==> src/rtl/pong_pkg.sv <==
// pong_pkg: definitions shared by the pong game blocks.
//   - referee_state_t : state encoding of the point referee FSM
//   - screen geometry : visible width and default goal columns
//   - POINT_W         : width of the point counters feeding the 7-seg display
package pong_pkg;

  localparam int H_ACTIVE           = 640;
  localparam int BALL_X_W           = 10;
  localparam int DEFAULT_LEFT_GOAL  = 8;
  localparam int DEFAULT_RIGHT_GOAL = 631;
  localparam int POINT_W            = 4;

  typedef enum logic [1:0] {
    ST_IDLE       = 2'd0,
    ST_SERVE_WAIT = 2'd1,
    ST_PLAY       = 2'd2,
    ST_GAME_OVER  = 2'd3
  } referee_state_t;

endpackage

==> src/rtl/frame_countdown.sv <==
// frame_countdown: loadable down-counter that only advances on frame ticks.
// Ports:
//   clk_100MHz  in  system clock
//   reset       in  synchronous active-high reset (count cleared to 0)
//   load        in  load load_value this cycle (wins over tick)
//   load_value  in  value to load
//   tick        in  frame tick; decrements a non-zero count
//   done        out high in the tick cycle that takes the count from 1 to 0
module frame_countdown
  import pong_pkg::*;
#(
  parameter int WIDTH = 6
) (
  input  logic             clk_100MHz,
  input  logic             reset,
  input  logic             load,
  input  logic [WIDTH-1:0] load_value,
  input  logic             tick,
  output logic             done
);

  logic [WIDTH-1:0] count_reg;
  logic [WIDTH-1:0] count_next;

  always_comb begin
    count_next = count_reg;
    if (load) begin
      count_next = load_value;
    end else if (tick && (count_reg != '0)) begin
      count_next = count_reg - WIDTH'(1);
    end
  end

  always_ff @(posedge clk_100MHz) begin
    if (reset) begin
      count_reg <= '0;
    end else begin
      count_reg <= count_next;
    end
  end

  // Flag the expiring tick itself so the owner can react on the same edge
  // the count reaches zero.
  assign done = tick && !load && (count_reg == WIDTH'(1));

endmodule

==> src/rtl/point_referee.sv <==
// point_referee: goal detection, scoring and serve sequencing for pong.
// Ports:
//   clk_100MHz    in   system clock
//   reset         in   synchronous active-high reset
//   frame_tick    in   one pulse per video frame, ball_x valid then
//   ball_x        in   ball left-edge column
//   start         in   debounced start/serve button pulse
//   score_A       out  one-cycle pulse, player point
//   score_B       out  one-cycle pulse, AI point
//   scorer_reset  out  one-cycle pulse clearing the display on a new game
//   ball_reset    out  level, hold ball at centre
//   serve_dir     out  0 = serve toward player, 1 = toward AI
//   game_over     out  level, match finished
//   winner        out  0 = player, 1 = AI (valid with game_over)
//   points_A/B    out  point totals
module point_referee
  import pong_pkg::*;
#(
  parameter int LEFT_GOAL    = DEFAULT_LEFT_GOAL,
  parameter int RIGHT_GOAL   = DEFAULT_RIGHT_GOAL,
  parameter int SERVE_FRAMES = 60,
  parameter int WIN_SCORE    = 9
) (
  input  logic                clk_100MHz,
  input  logic                reset,
  input  logic                frame_tick,
  input  logic [BALL_X_W-1:0] ball_x,
  input  logic                start,
  output logic                score_A,
  output logic                score_B,
  output logic                scorer_reset,
  output logic                ball_reset,
  output logic                serve_dir,
  output logic                game_over,
  output logic                winner,
  output logic [POINT_W-1:0]  points_A,
  output logic [POINT_W-1:0]  points_B
);

  localparam int CD_W = $clog2(SERVE_FRAMES + 1);

  // Ordered goals make a simultaneous A/B goal impossible; the win score
  // must fit the single-digit display.
  if (!(LEFT_GOAL < RIGHT_GOAL) || (RIGHT_GOAL >= H_ACTIVE)) begin : g_bad_goals
    $error("point_referee: goal columns must satisfy LEFT_GOAL < RIGHT_GOAL < H_ACTIVE");
  end
  if ((WIN_SCORE < 1) || (WIN_SCORE > 9)) begin : g_bad_win
    $error("point_referee: WIN_SCORE must be in 1..9");
  end
  if (SERVE_FRAMES < 1) begin : g_bad_serve
    $error("point_referee: SERVE_FRAMES must be at least 1");
  end

  referee_state_t     state_reg, state_next;
  logic [POINT_W-1:0] points_a_reg, points_a_next;
  logic [POINT_W-1:0] points_b_reg, points_b_next;
  logic               score_a_reg, score_a_next;
  logic               score_b_reg, score_b_next;
  logic               scorer_reset_reg, scorer_reset_next;
  logic               ball_reset_reg, ball_reset_next;
  logic               serve_dir_reg, serve_dir_next;
  logic               game_over_reg, game_over_next;
  logic               winner_reg, winner_next;

  logic               cd_load;
  logic               cd_done;
  logic [POINT_W-1:0] points_a_inc;
  logic [POINT_W-1:0] points_b_inc;

  assign points_a_inc = points_a_reg + POINT_W'(1);
  assign points_b_inc = points_b_reg + POINT_W'(1);

  frame_countdown #(
    .WIDTH (CD_W)
  ) u_serve_countdown (
    .clk_100MHz (clk_100MHz),
    .reset      (reset),
    .load       (cd_load),
    .load_value (CD_W'(SERVE_FRAMES)),
    .tick       (frame_tick),
    .done       (cd_done)
  );

  always_comb begin
    state_next        = state_reg;
    points_a_next     = points_a_reg;
    points_b_next     = points_b_reg;
    score_a_next      = 1'b0;
    score_b_next      = 1'b0;
    scorer_reset_next = 1'b0;
    serve_dir_next    = serve_dir_reg;
    winner_next       = winner_reg;
    cd_load           = 1'b0;

    case (state_reg)
      ST_IDLE: begin
        if (start) begin
          state_next     = ST_SERVE_WAIT;
          cd_load        = 1'b1;
          serve_dir_next = 1'b0;
        end
      end

      ST_SERVE_WAIT: begin
        if (cd_done) begin
          state_next = ST_PLAY;
        end
      end

      ST_PLAY: begin
        if (frame_tick) begin
          if (ball_x <= BALL_X_W'(LEFT_GOAL)) begin
            score_b_next   = 1'b1;
            points_b_next  = points_b_inc;
            serve_dir_next = 1'b0;       // serve toward the player who lost the point
            if (points_b_inc == POINT_W'(WIN_SCORE)) begin
              state_next  = ST_GAME_OVER;
              winner_next = 1'b1;
            end else begin
              state_next = ST_SERVE_WAIT;
              cd_load    = 1'b1;
            end
          end else if (ball_x >= BALL_X_W'(RIGHT_GOAL)) begin
            score_a_next   = 1'b1;
            points_a_next  = points_a_inc;
            serve_dir_next = 1'b1;       // serve toward the AI, which lost the point
            if (points_a_inc == POINT_W'(WIN_SCORE)) begin
              state_next  = ST_GAME_OVER;
              winner_next = 1'b0;
            end else begin
              state_next = ST_SERVE_WAIT;
              cd_load    = 1'b1;
            end
          end
        end
      end

      ST_GAME_OVER: begin
        if (start) begin
          state_next        = ST_SERVE_WAIT;
          cd_load           = 1'b1;
          serve_dir_next    = 1'b0;
          scorer_reset_next = 1'b1;
          points_a_next     = '0;
          points_b_next     = '0;
          winner_next       = 1'b0;
        end
      end

      default: begin
        state_next = ST_IDLE;
      end
    endcase

    // Level outputs follow the state being entered so they are registered
    // alongside it.
    ball_reset_next = (state_next != ST_PLAY);
    game_over_next  = (state_next == ST_GAME_OVER);
  end

  always_ff @(posedge clk_100MHz) begin
    if (reset) begin
      state_reg        <= ST_IDLE;
      points_a_reg     <= '0;
      points_b_reg     <= '0;
      score_a_reg      <= 1'b0;
      score_b_reg      <= 1'b0;
      scorer_reset_reg <= 1'b0;
      ball_reset_reg   <= 1'b1;
      serve_dir_reg    <= 1'b0;
      game_over_reg    <= 1'b0;
      winner_reg       <= 1'b0;
    end else begin
      state_reg        <= state_next;
      points_a_reg     <= points_a_next;
      points_b_reg     <= points_b_next;
      score_a_reg      <= score_a_next;
      score_b_reg      <= score_b_next;
      scorer_reset_reg <= scorer_reset_next;
      ball_reset_reg   <= ball_reset_next;
      serve_dir_reg    <= serve_dir_next;
      game_over_reg    <= game_over_next;
      winner_reg       <= winner_next;
    end
  end

  assign score_A      = score_a_reg;
  assign score_B      = score_b_reg;
  assign scorer_reset = scorer_reset_reg;
  assign ball_reset   = ball_reset_reg;
  assign serve_dir    = serve_dir_reg;
  assign game_over    = game_over_reg;
  assign winner       = winner_reg;
  assign points_A     = points_a_reg;
  assign points_B     = points_b_reg;

endmodule
==> config.mk <==
export PLATFORM = sky130hd
export DESIGN_NAME = point_referee
export DESIGN_NICKNAME = d
export VERILOG_FILES = /design/src/rtl/pong_pkg.sv /design/src/rtl/frame_countdown.sv /design/src/rtl/point_referee.sv
export SDC_FILE = /design/constraint.sdc
export NUM_CORES = 1
export LEC_CHECK = 0
export ABC_CLOCK_PERIOD_IN_PS = 2000
export BUFFER_PORTS_ARGS = -buffer_cell sky130_fd_sc_hd__buf_2
export CORE_MARGIN = 8
export CORE_UTILIZATION = 34
export CTS_BUF_LIST = sky130_fd_sc_hd__clkbuf_16
export DETAILED_ROUTE_END_ITERATION = 12
export GPL_ROUTABILITY_DRIVEN = 0
export PLACE_DENSITY = 0.55
export SLEW_MARGIN = 10
export SYNTH_ARGS = -nofsm -noshare
export SYNTH_HDL_FRONTEND = slang
export SYNTH_SLANG_ARGS = --single-unit
==> constraint.sdc <==
create_clock -name clk_100MHz -period 2 [get_ports clk_100MHz]
set_input_delay 0.1 -clock clk_100MHz [delete_from_list [all_inputs] [get_ports clk_100MHz]]
set_output_delay 0.1 -clock clk_100MHz [all_outputs]
set_load 0.02 [all_outputs]
=== Yosys cells after proc, flatten, opt, wreduce, memory -nomap -nowiden ===
Cells that the tools add are included.

* Register bits after elaboration: 23
* Logic and storage cells: 93
* Output and inout port bits: 15
* Bits of input ports: 14

* Mux-type cells: 38
* Bitwise gates (word level): 3
* Add/subtract/negate cells: 3
* Order comparisons: 2
* Reduce and logical (&&, ||, !) cells: 18
* Equality and inequality tests: 17

{| class="wikitable"
|+ Operators by type and width
! operator !! count
|-
| two-way mux 4 bit || 6
|-
| two-way mux 1 bit || 17
|-
| one-hot mux 4 bit (2 select lines) || 2
|-
| two-way mux 2 bit || 7
|-
| two-way mux 6 bit || 2
|-
| inequality test 2 bit (second input constant) || 6
|-
| >= comparator 10 bit (second input constant) || 1
|-
| less-or-equal comparator 10 x 4 -> 1 bit (second input constant) || 1
|-
| inequality test 3 bit (second input constant) || 3
|-
| adder 4 x 1 -> 4 bit (second input constant) || 2
|-
| equality test 4 bit (second input constant) || 2
|-
| AND reduction 4 bit || 2
|-
| equality test 2 bit (second input constant) || 3
|-
| equality test 6 x 1 -> 1 bit (second input constant) || 1
|-
| one-hot mux 1 bit (2 select lines) || 3
|-
| one-hot mux 2 bit (3 select lines) || 1
|-
| AND reduction 6 bit || 1
|-
| nonzero test 2 bit || 3
|-
| nonzero test 6 bit || 1
|-
| OR reduction 2 bit || 3
|-
| subtractor 6 x 1 -> 6 bit (second input constant) || 1
|-
| AND reduction 5 bit || 1
|-
| OR reduction 4 bit || 1
|-
| logical AND 1 bit || 3
|-
| other kinds (6) || 8
|}

=== Logic depth before layout (Yosys ltp) ===
* Depth after elaboration: 13
* Gate-level depth with buffers: 8
* Depth with buffers taken out: 7

=== Hierarchy ===
Synthesis repeated with hierarchy kept, for this count alone.

* Cells, all modules: 198
* Area, all modules: 1581.5 µm²

{| class="wikitable"
|+ By module, submodules not included
! module !! area each (µm²) !! instances !! cells an instance !! seq. area each (µm²)
|-
| point_referee || 1172.4 || 1 || 146 || 340.3
|-
| frame_countdown || 409.1 || 1 || 52 || 120.1
|}

=== Worst setup path after synthesis ===
OpenSTA, ideal clock, no wires.

* Kind: register to register
* Start point: reg points_a_reg[0] (netlist: points_A[0])
* End point: reg u_serve_countdown.count_reg[0]
* Cell stages (with the launch flop): 7
* Buffers on the path: 0
* Setup time: 0.116 ns
* Arrival time: 1.744 ns
* Path slack: 0.140 ns
* Period minus slack after synthesis: 1.860 ns
* Cell sequence: dfxtp_1 -> ha_1 -> or2_2 -> o21ai_0 -> a311oi_1 -> nand4_1 -> and3_1

* Longest elaborated chain between the ends: 8

{| class="wikitable"
|+ RTL lines
! item !! line !! source
|-
| start: declaration || point_referee.sv:55 || <nowiki>logic [POINT_W-1:0] points_a_reg, points_a_next;</nowiki>
|-
| start signal: assignment || point_referee.sv:175 || <nowiki>points_a_reg <= points_a_next;</nowiki>
|-
| adder 4 x 1 -> 4 bit || point_referee.sv:70 || <nowiki>assign points_a_inc = points_a_reg + POINT_W'(1);</nowiki>
|-
| equality test 4 bit || point_referee.sv:127 || <nowiki>if (points_a_inc == POINT_W'(WIN_SCORE)) begin</nowiki>
|-
| two-way mux 1 bit || point_referee.sv:127 ||
|-
| two-way mux 1 bit || point_referee.sv:123 || <nowiki>end else if (ball_x >= BALL_X_W'(RIGHT_GOAL)) begin</nowiki>
|-
| two-way mux 1 bit || point_referee.sv:112 || <nowiki>if (ball_x <= BALL_X_W'(LEFT_GOAL)) begin</nowiki>
|-
| two-way mux 1 bit || point_referee.sv:111 || <nowiki>if (frame_tick) begin</nowiki>
|-
| one-hot mux 1 bit (2 select lines) || point_referee.sv:95 || <nowiki>case (state_reg)</nowiki>
|-
| OR reduction 2 bit (no line) || - ||
|-
| end signal: assignment || frame_countdown.sv:38 || <nowiki>count_reg <= count_next;</nowiki>
|-
| end: declaration || frame_countdown.sv:22 || <nowiki>logic [WIDTH-1:0] count_reg;</nowiki>
|}

Every way passes these cells.
A chain may end at the register's enable or synchronous reset.

=== Worst setup path after layout ===
* Start point: reg points_a_reg[1] (netlist: points_A[1])
* End point: reg u_serve_countdown.count_reg[0]

The elaborated chain is that of the path after synthesis.

==> impl_metrics.py <==
metrics = {
    "global_route": {
        "grt_pass1_wl_um": 6560,
        "gr-total-overflow": 0,
        "grt_max_degree": 22,
        "first_global_vias": 1369,
        "use_met2": 0.200,
        "grt_antenna_before_repair": 0,
        "grt.total_usage": 0.123,
        "grt_util_met1": 0.157,
        "met3_usage": 0.0281,
        "grt_most_used_layer": "met2",
    },
    "worst_setup_path": {
        "reg2reg_from": "points_A[1]$_SDFFE_PP0P_",
        "crit_fanout": 6,
        "crit_chain": "ha_1 > or2_2 > o21ai_0 > a311oi_2 > nand4_1 > and3_1",
        "crit_family": "simple AND/OR/NAND/NOR gates",
        "path_class": "reg -> reg",
        "rr_worst_depth": 6,
        "worst_setup_path_start_kind": "flip-flop",
        "rr_endpoint": "u_serve_countdown.count_reg[0]$_SDFFE_PP0P_",
        "cpPeakStageDelay_ps": 410,
        "critical_path.endpoint_type": "flip-flop",
        "critPathBufInv": 0,
        "crit_cells": 6,
        "required_ps": 2160,
        "r2r_setup_slack_ps": 120,
        "arrival_ps": 2040,
        "slowest_stage": "dfxtp_1",
    },
    "timing": {
        "tightest_slew_ps": 495,
        "finClkSkew_ps": 7.72,
        "tns_ps": 0,
        "max_freq_mhz": 531,
        "fin_ws_ps": 115,
        "hold_viol": 0,
        "relSlewSlack": 0.668,
        "setup_viol": 0,
        "drv_slew": 0,
        "fin_crit_sh": 0.942,
        "fin_crit_ps": 1880,
        "rsz0062_at_grt": "no",
    },
    "power_and_ir_drop": {
        "p_total_mw": 1.23,
        "cellPowerDensity_nw_per_um2": 653,
        "p_leak_nw": 0.744,
        "peakVddDrop_mv": 0.371,
    },
    "drt": {
        "initialDrtViolationCount": 57,
        "wl_per_cell_um": 14.2,
        "postRouteWirelength_um": 3960,
        "drc": 0,
        "drt-pass1-iter-count": 4,
        "drt-vias-per-instance": 5.41,
        "ant_nets": 0,
        "vias": 1505,
    },
    "layout": {
        "final_core_util": 0.437,
        "fin_nets": 251,
        "antenna_cells": 0,
        "layout-drive-gt1-share": 0.248,
        "areaGrowthSynthToFinish_pct": 26.2,
        "largest_reg_flops": 6,
        "design_area_um2": 1880,
    },
    "cts": {
        "clockBufferDepth": 2,
        "cts.clk_slew.worst_paths_ps": 60,
        "cts-buffers-inserted": 3,
        "clock-root-buffer": "clkbuf_16",
        "post_cts_buffers": 0,
        "worstSkewPairLatency_ps": 260,
        "cts_hold_buf": 0,
        "cts_tree": "done",
        "htreeDepth": 1,
        "cts_sinks": 23,
    },
    "min_path": {
        "min_path_cells": 3,
        "min_from": "start",
        "hp-class": "in -> reg",
        "holdPathEnd": "scorer_reset$_SDFF_PP0_",
    },
    "die": {
        "die_area_um2": 6750,
        "fp-row-count": 24,
        "die_w_um": 82.1,
        "start_util": 0.346,
        "dieHeight_um": 82.1,
        "core_um2": 4290,
        "num_io_pins": 29,
    },
    "run_status": {
        "outcome": "finished, final reports clean",
    },
    "placement": {
        "io_buffer_count": 28,
        "hpwl_um": 2930,
        "placed_area_um2": 1790,
        "place_ws_ps": 40.5,
    },
    "logic_synthesis": {
        "syn-cell-area_um2": 1490,
        "async_flop_share": 0,
        "ys_warn_count": 0,
        "synth_cell_types": 48,
        "ys_ff_latch": 23,
        "ys.flop_type": "dfxtp_1",
        "synthCells": 186,
        "synth_edf_count": 0,
        "synth-seq-area-share": 0.310,
        "postSynthNetCount": 210,
        "syn_area_per_cell_um2": 8.00,
    },
    "job": {
        "maxCapViolCount": 0,
    },
}
-- cells in the mapped netlist (2+ instances only) --
| library cell | number | area share |
|---|---|---|
| nor4_1 | 4 | 0.017 |
| inv_1 | 14 | 0.035 |
| and2_1 | 3 | 0.013 |
| nand3b_1 | 2 | 0.010 |
| nand2_1 | 10 | 0.025 |
| a311oi_1 | 3 | 0.018 |
| nor2_1 | 17 | 0.043 |
| nor3_1 | 6 | 0.020 |
| dfxtp_1 | 23 | 0.31 |
| nand2b_1 | 2 | 0.0084 |
| xor2_1 | 4 | 0.024 |
| clkbuf_1 | 5 | 0.013 |
| a31oi_1 | 12 | 0.050 |
| a211oi_1 | 2 | 0.010 |
| o221ai_1 | 2 | 0.012 |
| o21ai_0 | 14 | 0.047 |
| a311o_1 | 3 | 0.020 |
| o21a_1 | 2 | 0.010 |
| nand3_1 | 5 | 0.017 |
| and3_1 | 3 | 0.013 |
| ha_1 | 10 | 0.084 |
| or2_2 | 2 | 0.0084 |
| a21oi_1 | 13 | 0.044 |
-- cells by family (layout without fill, tap and decap cells) --
kind of cell | Yosys count | after routing | share of synthesized area
adder cells (fa/ha/maj) | 10 | 10 | 0.0841
AO/OA/AOI/OAI | 63 | 63 | 0.286
AND/OR/NAND/NOR | 63 | 63 | 0.230
multiplexers | 1 | 1 | 0.00673
buffers and inverters | 21 | 61 | 0.0538
XOR/XNOR | 5 | 5 | 0.0294
flip-flops | 23 | 23 | 0.310
-- layout make-up --
cell class / instances / area, um2
tap: 52 / 65.1
sequential: 23 / 462
clock inverter: 1 / 5.00
timing repair buffer: 43 / 265
clock buffer: 3 / 75.1
inverter: 14 / 52.6
multi-input combinational: 142 / 953
fill: 447 / 2420
-- report_power, final --
group	switching [mW]	total [mW]	leakage [nW]	internal, mW
Combinational	0.140	0.264	0.516	0.125
Sequential	0.0340	0.523	0.188	0.489
Clock	0.170	0.439	0.0409	0.269
Total	0.343	1.23	0.744	0.882
-- worst max-delay path by stage --
stage | slack (ps) | end | start
final | 120 | u_serve_countdown.count_reg[0]$_SDFFE_PP0P_ | points_A[1]$_SDFFE_PP0P_
after global routing | 10 | u_serve_countdown.count_reg[1]$_SDFFE_PP0P_ | points_A[1]$_SDFFE_PP0P_
after CTS | 90 | u_serve_countdown.count_reg[0]$_SDFFE_PP0P_ | points_A[0]$_SDFFE_PP0P_
after detailed placement | 40 | u_serve_countdown.count_reg[0]$_SDFFE_PP0P_ | points_A[0]$_SDFFE_PP0P_
after global placement | 140 | u_serve_countdown.count_reg[1]$_SDFFE_PP0P_ | points_A[0]$_SDFFE_PP0P_
after floorplan | 140 | u_serve_countdown.count_reg[0]$_SDFFE_PP0P_ | points_A[0]$_SDFFE_PP0P_
-- metrics by stage --
step,hold slack (ps),cells
detailed placement,404,274
finish,141,278
CTS,134,278
floorplan,213,186
global placement,407,274
global route,181,278
-- routing by layer --
layer / part of all wire / up-vias / routed length, um
met5: 0 / - / 0
met4: 0.015 / 0 / 60
met3: 0.051 / 5 / 200
met2: 0.45 / 31 / 1800
met1: 0.48 / 689 / 1900
li1: - / 780 / -
-- layout by cell type, fill, tap and decap left out, drive strengths merged, types with 4 or more instances in the layout --
cell type  synthesis  routed
and2               4       4
nor2              17      17
dfxtp             23      23
nor3               6       6
xor2               4       4
ha                10      10
nor4               6       6
o21ai             15      15
nand2             10      10
nand3              6       6
a31oi             12      12
a21oi             13      13
inv               14      14
buf                2      43
-- timing repair --
action                                  4_1_cts  5_1_grt
cloned                                        0        0
resized for setup                             1        1
pin swaps                                     0        2
endpoints found under the setup margin        2        3
-- worst reg2reg max path, cell delays in order (launching register included) --
cell and delay [ps]:
dfxtp_1 410, ha_1 230, or2_2 120, o21ai_0 120, a311oi_2 350, nand4_1 290
and3_1 260
Power figures use the tool's default switching activity.
